### src/rtl/mem_shim.sv
// Request-FIFO to Avalon-MM DDR3 bridge: one outstanding command, 1-entry skid for late beats.
// Optional MEM_SHIM_RESP_REG_EN registers the read-response path (1 cycle); default is passthrough.
module mem_shim (
  input  logic        clk,
  input  logic        rst_n,
  input  logic [1:0]  mem_req_rd_cmd,
  input  logic [21:0] mem_req_rd_addr,
  input  logic [63:0] mem_req_rd_dta,
  output logic        mem_req_rd_en,
  input  logic        mem_req_rd_valid,
  output logic [63:0] mem_res_wr_dta,
  output logic        mem_res_wr_en,
  input  logic        mem_res_wr_almost_full,
  output logic [28:0] ddr3_addr,
  output logic [7:0]  ddr3_burstcnt,
  output logic        ddr3_read,
  output logic        ddr3_write,
  output logic [63:0] ddr3_writedata,
  output logic [7:0]  ddr3_byteenable,
  input  logic [63:0] ddr3_readdata,
  input  logic        ddr3_readdatavalid,
  input  logic        ddr3_waitrequest
);

  localparam int DATA_W = 64;
  localparam int ADDR_W = 22;

  typedef enum logic {IDLE, WAIT} state_t;

  state_t state, state_nxt;

  logic              saved_valid;
  logic [1:0]        skid_cmd_p1;
  logic [ADDR_W-1:0] skid_addr_p1;
  logic [DATA_W-1:0] skid_dta_p1;

  logic [1:0]        sel_cmd_p0;
  logic [ADDR_W-1:0] sel_addr_p0;
  logic [DATA_W-1:0] sel_dta_p0;
  logic              issue_skid, issue_beat, issue_cmd;
  logic              skid_cap, skid_drop;

  // Word address to DDR3 byte-pair address inside the 0x6 region.
  function automatic logic [28:0] map_addr(input logic [ADDR_W-1:0] a);
    return {4'b0110, 2'b00, a, 1'b0};
  endfunction

  assign ddr3_burstcnt   = 8'd1;
  assign ddr3_byteenable = 8'hFF;

  assign mem_req_rd_en = rst_n && (state == IDLE) && !saved_valid && !mem_res_wr_almost_full;

  // Stage p0: pick the skid entry ahead of the live beat
  always_comb begin
    sel_cmd_p0  = mem_req_rd_cmd;
    sel_addr_p0 = mem_req_rd_addr;
    sel_dta_p0  = mem_req_rd_dta;
    if (saved_valid) begin
      sel_cmd_p0  = skid_cmd_p1;
      sel_addr_p0 = skid_addr_p1;
      sel_dta_p0  = skid_dta_p1;
    end
  end

  always_comb begin
    state_nxt  = state;
    issue_skid = 1'b0;
    issue_beat = 1'b0;
    case (state)
      IDLE: begin
        issue_skid = saved_valid;
        issue_beat = !saved_valid && mem_req_rd_valid;
        if ((issue_skid || issue_beat) && sel_cmd_p0[1]) state_nxt = WAIT;
      end
      WAIT: begin
        if (!ddr3_waitrequest) state_nxt = IDLE;
      end
      default: state_nxt = IDLE;
    endcase
  end

  assign issue_cmd = (issue_skid || issue_beat) && sel_cmd_p0[1];
  assign skid_cap  = mem_req_rd_valid && ((state != IDLE) || issue_skid);
  assign skid_drop = skid_cap && saved_valid && !issue_skid;

  always_ff @(posedge clk or negedge rst_n) begin
    if (!rst_n) state <= IDLE;
    else        state <= state_nxt;
  end

  // Stage p1: Avalon command registers, held until waitrequest drops
  always_ff @(posedge clk or negedge rst_n) begin
    if (!rst_n) begin
      ddr3_read      <= 1'b0;
      ddr3_write     <= 1'b0;
      ddr3_addr      <= '0;
      ddr3_writedata <= '0;
    end else if (issue_cmd) begin
      ddr3_read      <= !sel_cmd_p0[0];
      ddr3_write     <= sel_cmd_p0[0];
      ddr3_addr      <= map_addr(sel_addr_p0);
      ddr3_writedata <= sel_dta_p0;
    end else if ((state == WAIT) && !ddr3_waitrequest) begin
      ddr3_read  <= 1'b0;
      ddr3_write <= 1'b0;
    end
  end

  // Stage p1: skid entry for a beat that lands while busy
  always_ff @(posedge clk or negedge rst_n) begin
    if (!rst_n) begin
      saved_valid  <= 1'b0;
      skid_cmd_p1  <= '0;
      skid_addr_p1 <= '0;
      skid_dta_p1  <= '0;
    end else if (skid_cap && !skid_drop) begin
      saved_valid  <= 1'b1;
      skid_cmd_p1  <= mem_req_rd_cmd;
      skid_addr_p1 <= mem_req_rd_addr;
      skid_dta_p1  <= mem_req_rd_dta;
    end else if (issue_skid) begin
      saved_valid <= 1'b0;
    end
  end

`ifdef MEM_SHIM_RESP_REG_EN
  logic              res_vld_p1;
  logic [DATA_W-1:0] res_dta_p1;

  // Stage p1: registered response path
  always_ff @(posedge clk or negedge rst_n) begin
    if (!rst_n) begin
      res_vld_p1 <= 1'b0;
      res_dta_p1 <= '0;
    end else begin
      res_vld_p1 <= ddr3_readdatavalid;
      if (ddr3_readdatavalid) res_dta_p1 <= ddr3_readdata;
    end
  end

  assign mem_res_wr_en  = res_vld_p1;
  assign mem_res_wr_dta = res_dta_p1;
`else
  assign mem_res_wr_en  = rst_n && ddr3_readdatavalid;
  assign mem_res_wr_dta = rst_n ? ddr3_readdata : '0;
`endif

  a_skid_no_overflow: assert property (@(posedge clk) disable iff (!rst_n) !skid_drop)
    else $error("mem_shim: request beat dropped, skid register already full");

  a_rw_exclusive: assert property (@(posedge clk) disable iff (!rst_n) !(ddr3_read && ddr3_write))
    else $error("mem_shim: ddr3_read and ddr3_write asserted together");

endmodule

### config.mk
export PLATFORM = sky130hd
export DESIGN_NAME = mem_shim
export DESIGN_NICKNAME = d
export VERILOG_FILES = /design/src/rtl/mem_shim.sv
export SDC_FILE = /design/constraint.sdc
export NUM_CORES = 1
export LEC_CHECK = 0
export CORE_ASPECT_RATIO = 0.5
export CORE_MARGIN = 5
export CORE_UTILIZATION = 44
export CTS_CLUSTER_DIAMETER = 120
export DETAILED_ROUTE_END_ITERATION = 8
export PLACE_DENSITY = 0.81
export RECOVER_POWER = 100
export SLEW_MARGIN = 20
export SYNTH_ARGS = -nofsm -noshare
export SYNTH_HDL_FRONTEND = slang
export SYNTH_SLANG_ARGS = --single-unit
### constraint.sdc
create_clock -name clk -period 2.2 [get_ports clk]
set_clock_uncertainty 0.2 [all_clocks]
set_input_delay 0.33 -clock clk [delete_from_list [all_inputs] [get_ports clk]]
set_output_delay 0.33 -clock clk [all_outputs]
set_load 0.05 [all_outputs]
==> metrics.yaml, run 1 <==
outcome: "finished, final reports clean"
placed_area_um2: 12400
synth-simple-area-share_pct: 5.38
wl_um: 23500
hold_class: "in2async"
rsz0062_at_grt: "false"
initial_utilization_pct: 45.2
grt_max_degree: 109
drtIter0Drc: 172
io_pins: 335
grt_pass1_wl_um: 35800
r2r_cells: 4
cp.depth: 1
final_cell_area_um2: 12900
antenna_found_initial: 5
cp_slowest_stage_delay_ns: 0.82
die-height_um: 108
drt_pass1_iterations: 4
synth_top_family_by_area: "multiplexers"
cp-start-kind: "register"
yosys.cell_types.count: 20
finalCriticalPeriod_ns: 2.16
critPathKind: "reg2out"
yosys.area.top_type: "dfrtp_1"
grt_usage_pct: 21.3
cts.sink_count: 179
wl_met2_um: 12400
gp_congestion: 0.908
wire_per_inst_um: 20.2
clk_latency_ns: 0.42
crit_path_end_kind: "primary output"
synth_cells: 578
h-tree-depth: 4
tritoncts: "built"
top_layer: "met4"
synth_area_um2: 8420
slowest_stage: "clkdlybuf4s50_1"
route.met3.wl_um: 1270
yosysSeqAreaShare_pct: 53.2
hpwl_um: 18000
nets: 1047
path_cells: "clkdlybuf4s50_1"
overflow: 0
setup_slack_ns: 0.0415
synth_top_area_share_pct: 53.2
synthMuxAreaShare_pct: 36.1
drc: 0
required_ns: 1.67
rows: 35
clock.fmax_ghz: 0.463
antenna_violating_nets_post_route: 0
first_global_vias: 6105
yosys_register_bits: 179
io_buffers: 313
path_buf_inv: 1
fp.dieArea_um2: 22200
power.leakage_nw: 5.29
vias: 5562
powerDensity_nw_per_um2: 1510
slew_violations: 0
hold_viol: 0
fillers: 1338
clockRootBuffer: "clkbuf_16"
synth-adder-area-share_pct: 0.119
setup_viol: 0
multi_input_area_um2: 3560
die-width_um: 206
clock_path_buffers: 2
core_um2: 18600
via_per_inst: 4.79
dp_slack_ns: -0.0254
synth-compound-area-share_pct: 0.282
synth_area_leaders: "dfrtp_1 (53%), mux2_2 (31%), and2_1 (4.9%)"
tightest_slew_ns: 1.18
final.period_utilization_pct: 98.1
vdd_ir_drop_max_mv: 0.973
maxCapViolCount: 0
crit_arrival_ns: 1.63
crit_family: "buffers and inverters"
regArea_um2: 4480
drive_above_1_share_pct: 39.1
crit_fanout: 2
synth_area_per_cell_um2: 14.6
areaGrowthSynthToFinish_pct: 53.0
synth_xor_area_share_pct: 0.104
drt-met1-wl_um: 9480
layout_common_cells: "mux2_2 (234), clkdlybuf4s50_1 (234), dfrtp_1 (178), buf_12 (68), and2_0 (59)"
ys_warn_count: 0
clk_pin_slew_worst_paths_ns: 0.07
numCtsBuffers: 17
slew_headroom_pct: 21.1
==> registers in the layout, summed over array words and instances (netlist names) <==
signal,cells
state,1
skid_dta_p1,64
ddr3_addr,23
saved_valid,1
skid_cmd_p1,2
skid_addr_p1,22
ddr3_writedata,64
ddr3_write,1
ddr3_read,1
==> worst paths after layout <==
check / slack [ns] / to / start
max: 0.04 / ddr3_writedata[3] / ddr3_writedata[3]
min: 0.07 / skid_dta_p1[38] / rst_n
max reg2reg: 0.07 / ddr3_addr[8] / saved_valid
min reg2reg: 0.29 / skid_addr_p1[10] / skid_addr_p1[10]
max in group asynchronous: 0.65 / skid_dta_p1[15] / rst_n
min in group clk: 0.29 / skid_addr_p1[10] / skid_addr_p1[10]
==> cell type report <==
class | instances | share of cell area, %
Sequential cell | 179 | 34.8
Timing Repair Buffer | 330 | 30.2
Multi-Input combinational cell | 361 | 27.7
Clock buffer | 19 | 3.52
Tap cell | 259 | 2.52
Clock inverter | 12 | 1.21
Antenna cell | 1 | 0.0194
==> metrics by stage <==
stage,instances,util (%),setup TNS [ns],total power [mW],hold WS [ns]
global placement,1128,66.9,-0.250,16.6,0.0687
detailed placement,1128,66.9,-0.428,16.9,0.0757
global route,1161,69.2,0,20.4,0.147
CTS,1160,70.2,0,20.1,0.0885
finish,1161,69.2,0,19.4,0.0741
floorplan,597,-,0,13.4,-0.166
==> timing repair <==
action,CTS,global route
buffers inserted,0,0
endpoints found under the setup margin,1,2
hold buffers,1,0
resized for setup,1,1
endpoints found under the hold margin,8,0
pin swaps,0,1
==> kinds of logic (layout without fill, tap and decap cells) <==
logic type      Yosys count  count (layout)
buf+inv                  57             361
compound gates            2               2
xor+xnor                  1               1
flops                   179             179
fa+ha+maj                 1               1
simple gates             73              73
mux                     263             263
other cells               2              22
==> power by group <==
group          switching, mW  internal (mW)  leakage (nW)
Sequential             0.898           5.03          2.10
Combinational           5.71           4.66          2.90
Clock                   1.26           1.85         0.293
==> synth_stat cells <==
library cell / count
a21o_1: 1
a21oi_4: 1
and2_1: 66
buf_2: 9
buf_4: 22
buf_6: 12
clkbuf_1: 14
conb_1: 2
dfrtp_1: 179
maj3_1: 1
mux2_1: 8
mux2_2: 234
mux2_4: 20
mux2i_1: 1
nand2_1: 3
nand2b_1: 1
nand3b_1: 1
nor4b_1: 1
or2_2: 1
xor2_1: 1
==> routing by layer <==
layer,up-vias,global-route usage [%]
met5,-,0
li1,2596,-
met3,22,4.64
met1,2836,27.1
met2,108,37.3
met4,0,4.97
(Power assumes the default switching activity.)
==> inputs of run 2 (changes only) <==
--- a/config.mk
+++ b/config.mk
@@ -9,6 +9,6 @@
 export CORE_MARGIN = 5
-export CORE_UTILIZATION = 44
+export CORE_UTILIZATION = 40
 export CTS_CLUSTER_DIAMETER = 120
 export DETAILED_ROUTE_END_ITERATION = 8
-export PLACE_DENSITY = 0.81
+export PLACE_DENSITY = 0.75
 export RECOVER_POWER = 100
==> constraint.sdc (replaced) <==
create_clock -name clk -period 2.2 [get_ports clk]
set_clock_uncertainty 0.2 [all_clocks]
set_input_delay 0.44 -clock clk [delete_from_list [all_inputs] [get_ports clk]]
set_output_delay 0.44 -clock clk [all_outputs]
set_load 0.05 [all_outputs]
==> metrics.yaml, run 2 (synthesis results as in run 1) <==
outcome: "finished, final reports clean"
grt_pass1_wl_um: 36000  # +0.66%
final_cell_area_um2: 12700  # -1.1%
crit_path_end_kind: "register"
die-height_um: 113  # +4.4%
drive_above_1_share_pct: 38.9  # -0.15 points
cts_resized: 64  # +63
vias: 5578  # +0.29%
antenna_found_initial: 4  # -1
cp-start-kind: "register"
core_um2: 20600  # +11%
fp.dieArea_um2: 24200  # +9.3%
clockRootBuffer: "clkbuf_16"
route.met3.wl_um: 806  # -37%
post_cts_buffers: 0  # unchanged
maxCapViolCount: 0  # unchanged
crit_fanout: 9  # +7
whs_ns: 0.127  # +0.0532 ns
hold_class: "in2async"
r2r_slack_ns: 0.1  # +0.03 ns
placed_area_um2: 12500  # +0.14%
p_total_mw: 18.7  # -3.7%
final.period_utilization_pct: 95.5  # -2.7 points
rows: 37  # +5.7%
drt_pass1_iterations: 4  # unchanged
drtIter0Drc: 156  # -9.3%
final_common_cell: "mux2_2"
clk_pin_slew_worst_paths_ns: 0.07  # about the same
crit_arrival_ns: 2.20  # +0.57 ns
top_layer: "met5"
grt_usage_pct: 18.9  # -2.4 points
first_global_vias: 6290  # +3.0%
layout_common_cells: "mux2_2 (234), dfrtp_1 (178), clkdlybuf4s50_1 (156), buf_12 (76), and2_0 (65)"
dp_slack_ns: -0.0831  # -0.0578 ns
required_ns: 2.30  # +0.63 ns
initial_utilization_pct: 40.9  # -4.4 points
antenna_violating_nets_post_route: 0  # unchanged
gp_congestion: 0.862  # -5.0%
drt-met1-wl_um: 9140  # -3.5%
clock.fmax_ghz: 0.476  # +2.8%
setup_viol: 0  # unchanged
hpwl_um: 17300  # -3.9%
critPathKind: "reg2reg"
powerDensity_nw_per_um2: 1470  # -2.7%
slew_violations: 0  # unchanged
clk_latency_ns: 0.42  # about the same
wl_met2_um: 12400  # -0.24%
die-width_um: 215  # +4.6%
io_buffers: 313  # unchanged
grt_max_degree: 101  # -7.3%
vdd_ir_drop_max_mv: 0.652  # -33%
h-tree-depth: 4  # unchanged
power.leakage_nw: 5.34  # +0.96%
slew_headroom_pct: 3.98  # -17 points
numCtsBuffers: 17  # unchanged
nets: 1048  # +0.096%
tightest_slew_ns: 1.44  # +0.257 ns
wl_um: 22900  # -2.5%
hold_viol: 0  # unchanged
areaGrowthSynthToFinish_pct: 51.4
via_per_inst: 4.74  # -1.2%
rsz0062_at_grt: "false"
overflow: 0  # unchanged
cts.sink_count: 179  # unchanged
regToRegStartpoint: "saved_valid"
setup_slack_ns: 0.0999  # +0.0584 ns
io_pins: 335  # unchanged
finalCriticalPeriod_ns: 2.10  # -0.0584 ns
r2r_cells: 5  # +1
drc: 0  # unchanged
top_regs: "ddr3_writedata: 64 flops, skid_dta_p1: 64 flops, ddr3_addr: 23 flops"
wire_per_inst_um: 19.4  # -3.9%
cts_hold_buffers: 0  # -1
tritoncts: "built"
clock_path_buffers: 2  # unchanged
rr_endpoint: "ddr3_writedata[26]"
## run 2: cell count changes in the layout (fill, tap and decap cells not counted), moves of 3 or more
cell             before  now
clkbuf_2              6    3
and2_1                7    1
clkdlybuf4s50_1     234  156
dlygate4sd2_1         1   64
dlygate4sd3_1         6    0
buf_12               68   76
clkbuf_1              9   28
and2_0               59   65
## run 2: layout make-up
class                           count  area [µm²]
Multi-Input combinational cell    361        3540
Fill cell                        1648        7860
Sequential cell                   179        4480
Clock buffer                       20         457
Antenna cell                        3        7.51
Timing Repair Buffer              331        3810
Clock inverter                     11         104
Tap cell                          273         342
## run 2: routing by layer
metal / vias up / track usage (%)
li1: 2600 / -
met2: 115 / 34.3
met4: 2 / 7.07
met5: - / 0
met1: 2830 / 22.0
met3: 31 / 4.47
## run 2: metrics by stage
step                utilization [%]  instances  setup TNS [ns]
floorplan                         -        597               0
global placement               60.5       1144           -5.05
detailed placement             60.5       1144           -5.07
CTS                            62.8       1175               0
global route                   61.8       1178               0
finish                         61.8       1178               0
## run 2: worst max-delay path, cell delays in order, from the launching register on
cell	delay [ns]
dfrtp_4	0.56
nand3b_1	0.19
a21oi_1	0.29
buf_12	0.18
clkbuf_2	0.19
mux2_2	0.36
## run 2: where the power goes
group	internal (mW)	total [mW]	switching, mW
combinational	4.19	9.86	5.67
sequential	5.03	5.93	0.904
clock	1.62	2.90	1.28
total	10.8	18.7	7.85
## run 2: how the worst max path moves through the flow
stage / from / endpoint / slack [ns] / cells after the start
5_1_grt: saved_valid / ddr3_writedata[14] / 0.02 / 3
2_1_floorplan: saved_valid / mem_req_rd_en / 0.05 / 4
3_5_place_dp: mem_req_rd_cmd[1] / ddr3_writedata[14] / -0.08 / 6
3_3_place_gp: mem_req_rd_cmd[1] / ddr3_writedata[16] / -0.08 / 6
6_report: saved_valid / ddr3_writedata[26] / 0.1 / 5
4_1_cts: state / mem_req_rd_en / 0.08 / 2
==> inputs of run 3 (changes only) <==
CAP_MARGIN = 10   (was default)
CELL_PAD_IN_SITES_DETAIL_PLACEMENT = 1   (was default)
CELL_PAD_IN_SITES_GLOBAL_PLACEMENT = 1   (was default)
CORE_UTILIZATION = 34   (was 40)
CTS_CLUSTER_DIAMETER = default   (was 120)
PLACE_DENSITY = default   (was 0.75)
PLACE_DENSITY_LB_ADDON = 0.1   (was default)
==> metrics.yaml, run 3 (synthesis results as in run 1) <==
outcome: "finished, final reports clean"
final_cell_area_um2: 13100  # +2.6%
powerDensity_nw_per_um2: 1470  # +0.11%
fp.dieArea_um2: 28200  # +16%
min_to: "ddr3_writedata[40]"
finalCriticalPeriod_ns: 2.16  # +0.0621 ns
overflow: 0  # unchanged
clock.fmax_ghz: 0.462  # -2.9%
hp-start: "ddr3_writedata[40]"
top_layer: "met5"
n_antenna_cell: 0  # -3
wl_met2_um: 14400  # +16%
final_common_cell: "mux2_2"
io_pins: 335  # unchanged
clockRootBuffer: "clkbuf_16"
drtIter0Drc: 116  # -26%
dp_slack_ns: -0.161  # -0.0776 ns
initial_utilization_pct: 34.8  # -6.0 points
areaGrowthSynthToFinish_pct: 55.2
multi_input_area_um2: 3590  # +1.5%
io_buffers: 313  # unchanged
r2r_slack_ns: 0.04  # -0.06 ns
drive_above_1_share_pct: 40.1  # +1.2 points
power.leakage_nw: 5.51  # +3.1%
tritoncts: "built"
crit_path_end_kind: "primary output"
first_global_vias: 6555  # +4.2%
die-width_um: 232  # +8.1%
slew_violations: 0  # unchanged
r2r_cells: 5  # unchanged
rsz0062_at_grt: "true"
hold_viol: 0  # unchanged
drt-met1-wl_um: 10800  # +18%
critPathKind: "reg2out"
wl_um: 26800  # +17%
clk_pin_slew_worst_paths_ns: 0.07  # about the same
h-tree-depth: 4  # unchanged
layout_common_cells: "mux2_2 (233), dfrtp_1 (178), clkdlybuf4s50_1 (156), dlygate4sd2_1 (71), buf_12 (71)"
core_um2: 24200  # +17%
vdd_ir_drop_max_mv: 0.767  # +18%
rows: 40  # +8.1%
vias: 5711  # +2.4%
final.period_utilization_pct: 98.3  # +2.8 points
cp-start-kind: "register"
regArea_um2: 4480  # unchanged
crit_arrival_ns: 1.52  # -0.68 ns
slew_headroom_pct: 16.6  # +13 points
die-height_um: 121  # +7.7%
tightest_slew_ns: 1.25  # -0.189 ns
gp_congestion: 0.796  # -7.7%
fin_util_pct: 54.0  # -7.8 points
antenna_violating_nets_post_route: 0  # unchanged
grt_pass1_wl_um: 40400  # +12%
via_per_inst: 4.55  # -3.8%
hold_class: "reg2reg"
numCtsBuffers: 17  # unchanged
maxCapViolCount: 0  # unchanged
route.met3.wl_um: 1190  # +48%
setup_viol: 0  # unchanged
fillers: 2409  # +46%
nets: 1063  # +1.4%
cts.sink_count: 179  # unchanged
top_regs: "ddr3_writedata: 64 flops, skid_dta_p1: 64 flops, ddr3_addr: 23 flops"
grt_max_degree: 50  # -50%
required_ns: 1.56  # -0.74 ns
antenna_found_initial: 1  # -3
setup_slack_ns: 0.0378  # -0.0621 ns
crit_fanout: 3  # -6
clk_latency_ns: 0.44  # +0.02 ns
drt_pass1_iterations: 4  # unchanged
drc: 0  # unchanged
clock_path_buffers: 2  # unchanged
worstHoldPathCells: 1
grt_usage_pct: 19.1  # +0.18 points
hpwl_um: 19600  # +13%
wire_per_inst_um: 21.3  # +9.9%
regToRegStartpoint: "saved_valid"
placed_area_um2: 12600  # +0.86%
rr_endpoint: "ddr3_addr[8]"
run 3: cell count changes in the layout (fill, tap and decap cells not counted), sizes merged:
cell / before / now
dlygate4sd3: 0 / 6
bufinv: 1 / 2
inv: 2 / 0
clkbuf: 51 / 53
clkinv: 6 / 3
diode: 3 / 0
buf: 80 / 83
dlygate4sd2: 64 / 71
bufbuf: 0 / 2
run 3: timing repair:
action	in CTS	in global routing
hold buffers	6	0
pin swaps	1	1
gates resized for setup	72	3
setup buffers	2	2
setup endpoints to repair	72	63
endpoints found under the hold margin	37	0
gates cloned	2	0
run 3: worst max path at each step:
stage                           startpoint             to  slack [ns]  depth (start not counted)
after floorplan                saved_valid  mem_req_rd_en        0.05                          4
final                          saved_valid  mem_req_rd_en        0.04                          3
after CTS                      saved_valid  mem_req_rd_en       -0.12                          3
after global placement    mem_req_rd_valid  ddr3_addr[12]       -0.13                          5
after global routing           saved_valid  mem_req_rd_en       -0.02                          3
after detailed placement  mem_req_rd_valid     ddr3_write       -0.16                          5
run 3: worst max-delay path, cell delays in order (launching register included):
cell     delay [ns]
dfrtp_4        0.51
buf_16         0.14
nor4b_4        0.26
buf_12         0.18
run 3: per-layer routing:
metal  GRT usage, %  up-vias
met5              0        -
met3           4.63       22
met4           4.75        2
li1               -     2614
met2           35.8      139
met1           22.0     2934
run 3: final cells by class:
type | instances | area share (%)
flip-flops and latches | 179 | 34.3
multi-input cells | 361 | 27.5
clock inverters | 7 | 0.747
well taps | 336 | 3.22
repair buffers | 346 | 30.4
clock buffers | 25 | 3.79
run 3: where the power goes:
| part | switching [mW] | total [mW] | internal, mW | leakage, nW |
|---|---|---|---|---|
| Combinational | 5.82 | 10.2 | 4.37 | 3.12 |
| Sequential | 0.905 | 5.93 | 5.03 | 2.10 |
| Clock | 1.28 | 3.07 | 1.80 | 0.284 |
run 3: per-stage QoR:
step,power [mW],TNS [ns],std cells,hold WS (ns)
floorplan,13.4,0,597,-0.0556
global placement,16.7,-8.15,1210,0.108
global route,20.2,-0.0852,1254,0.296
detailed placement,16.9,-9.62,1210,0.108
finish,19.2,0,1254,0.283
CTS,19.9,-0.117,1252,0.0646
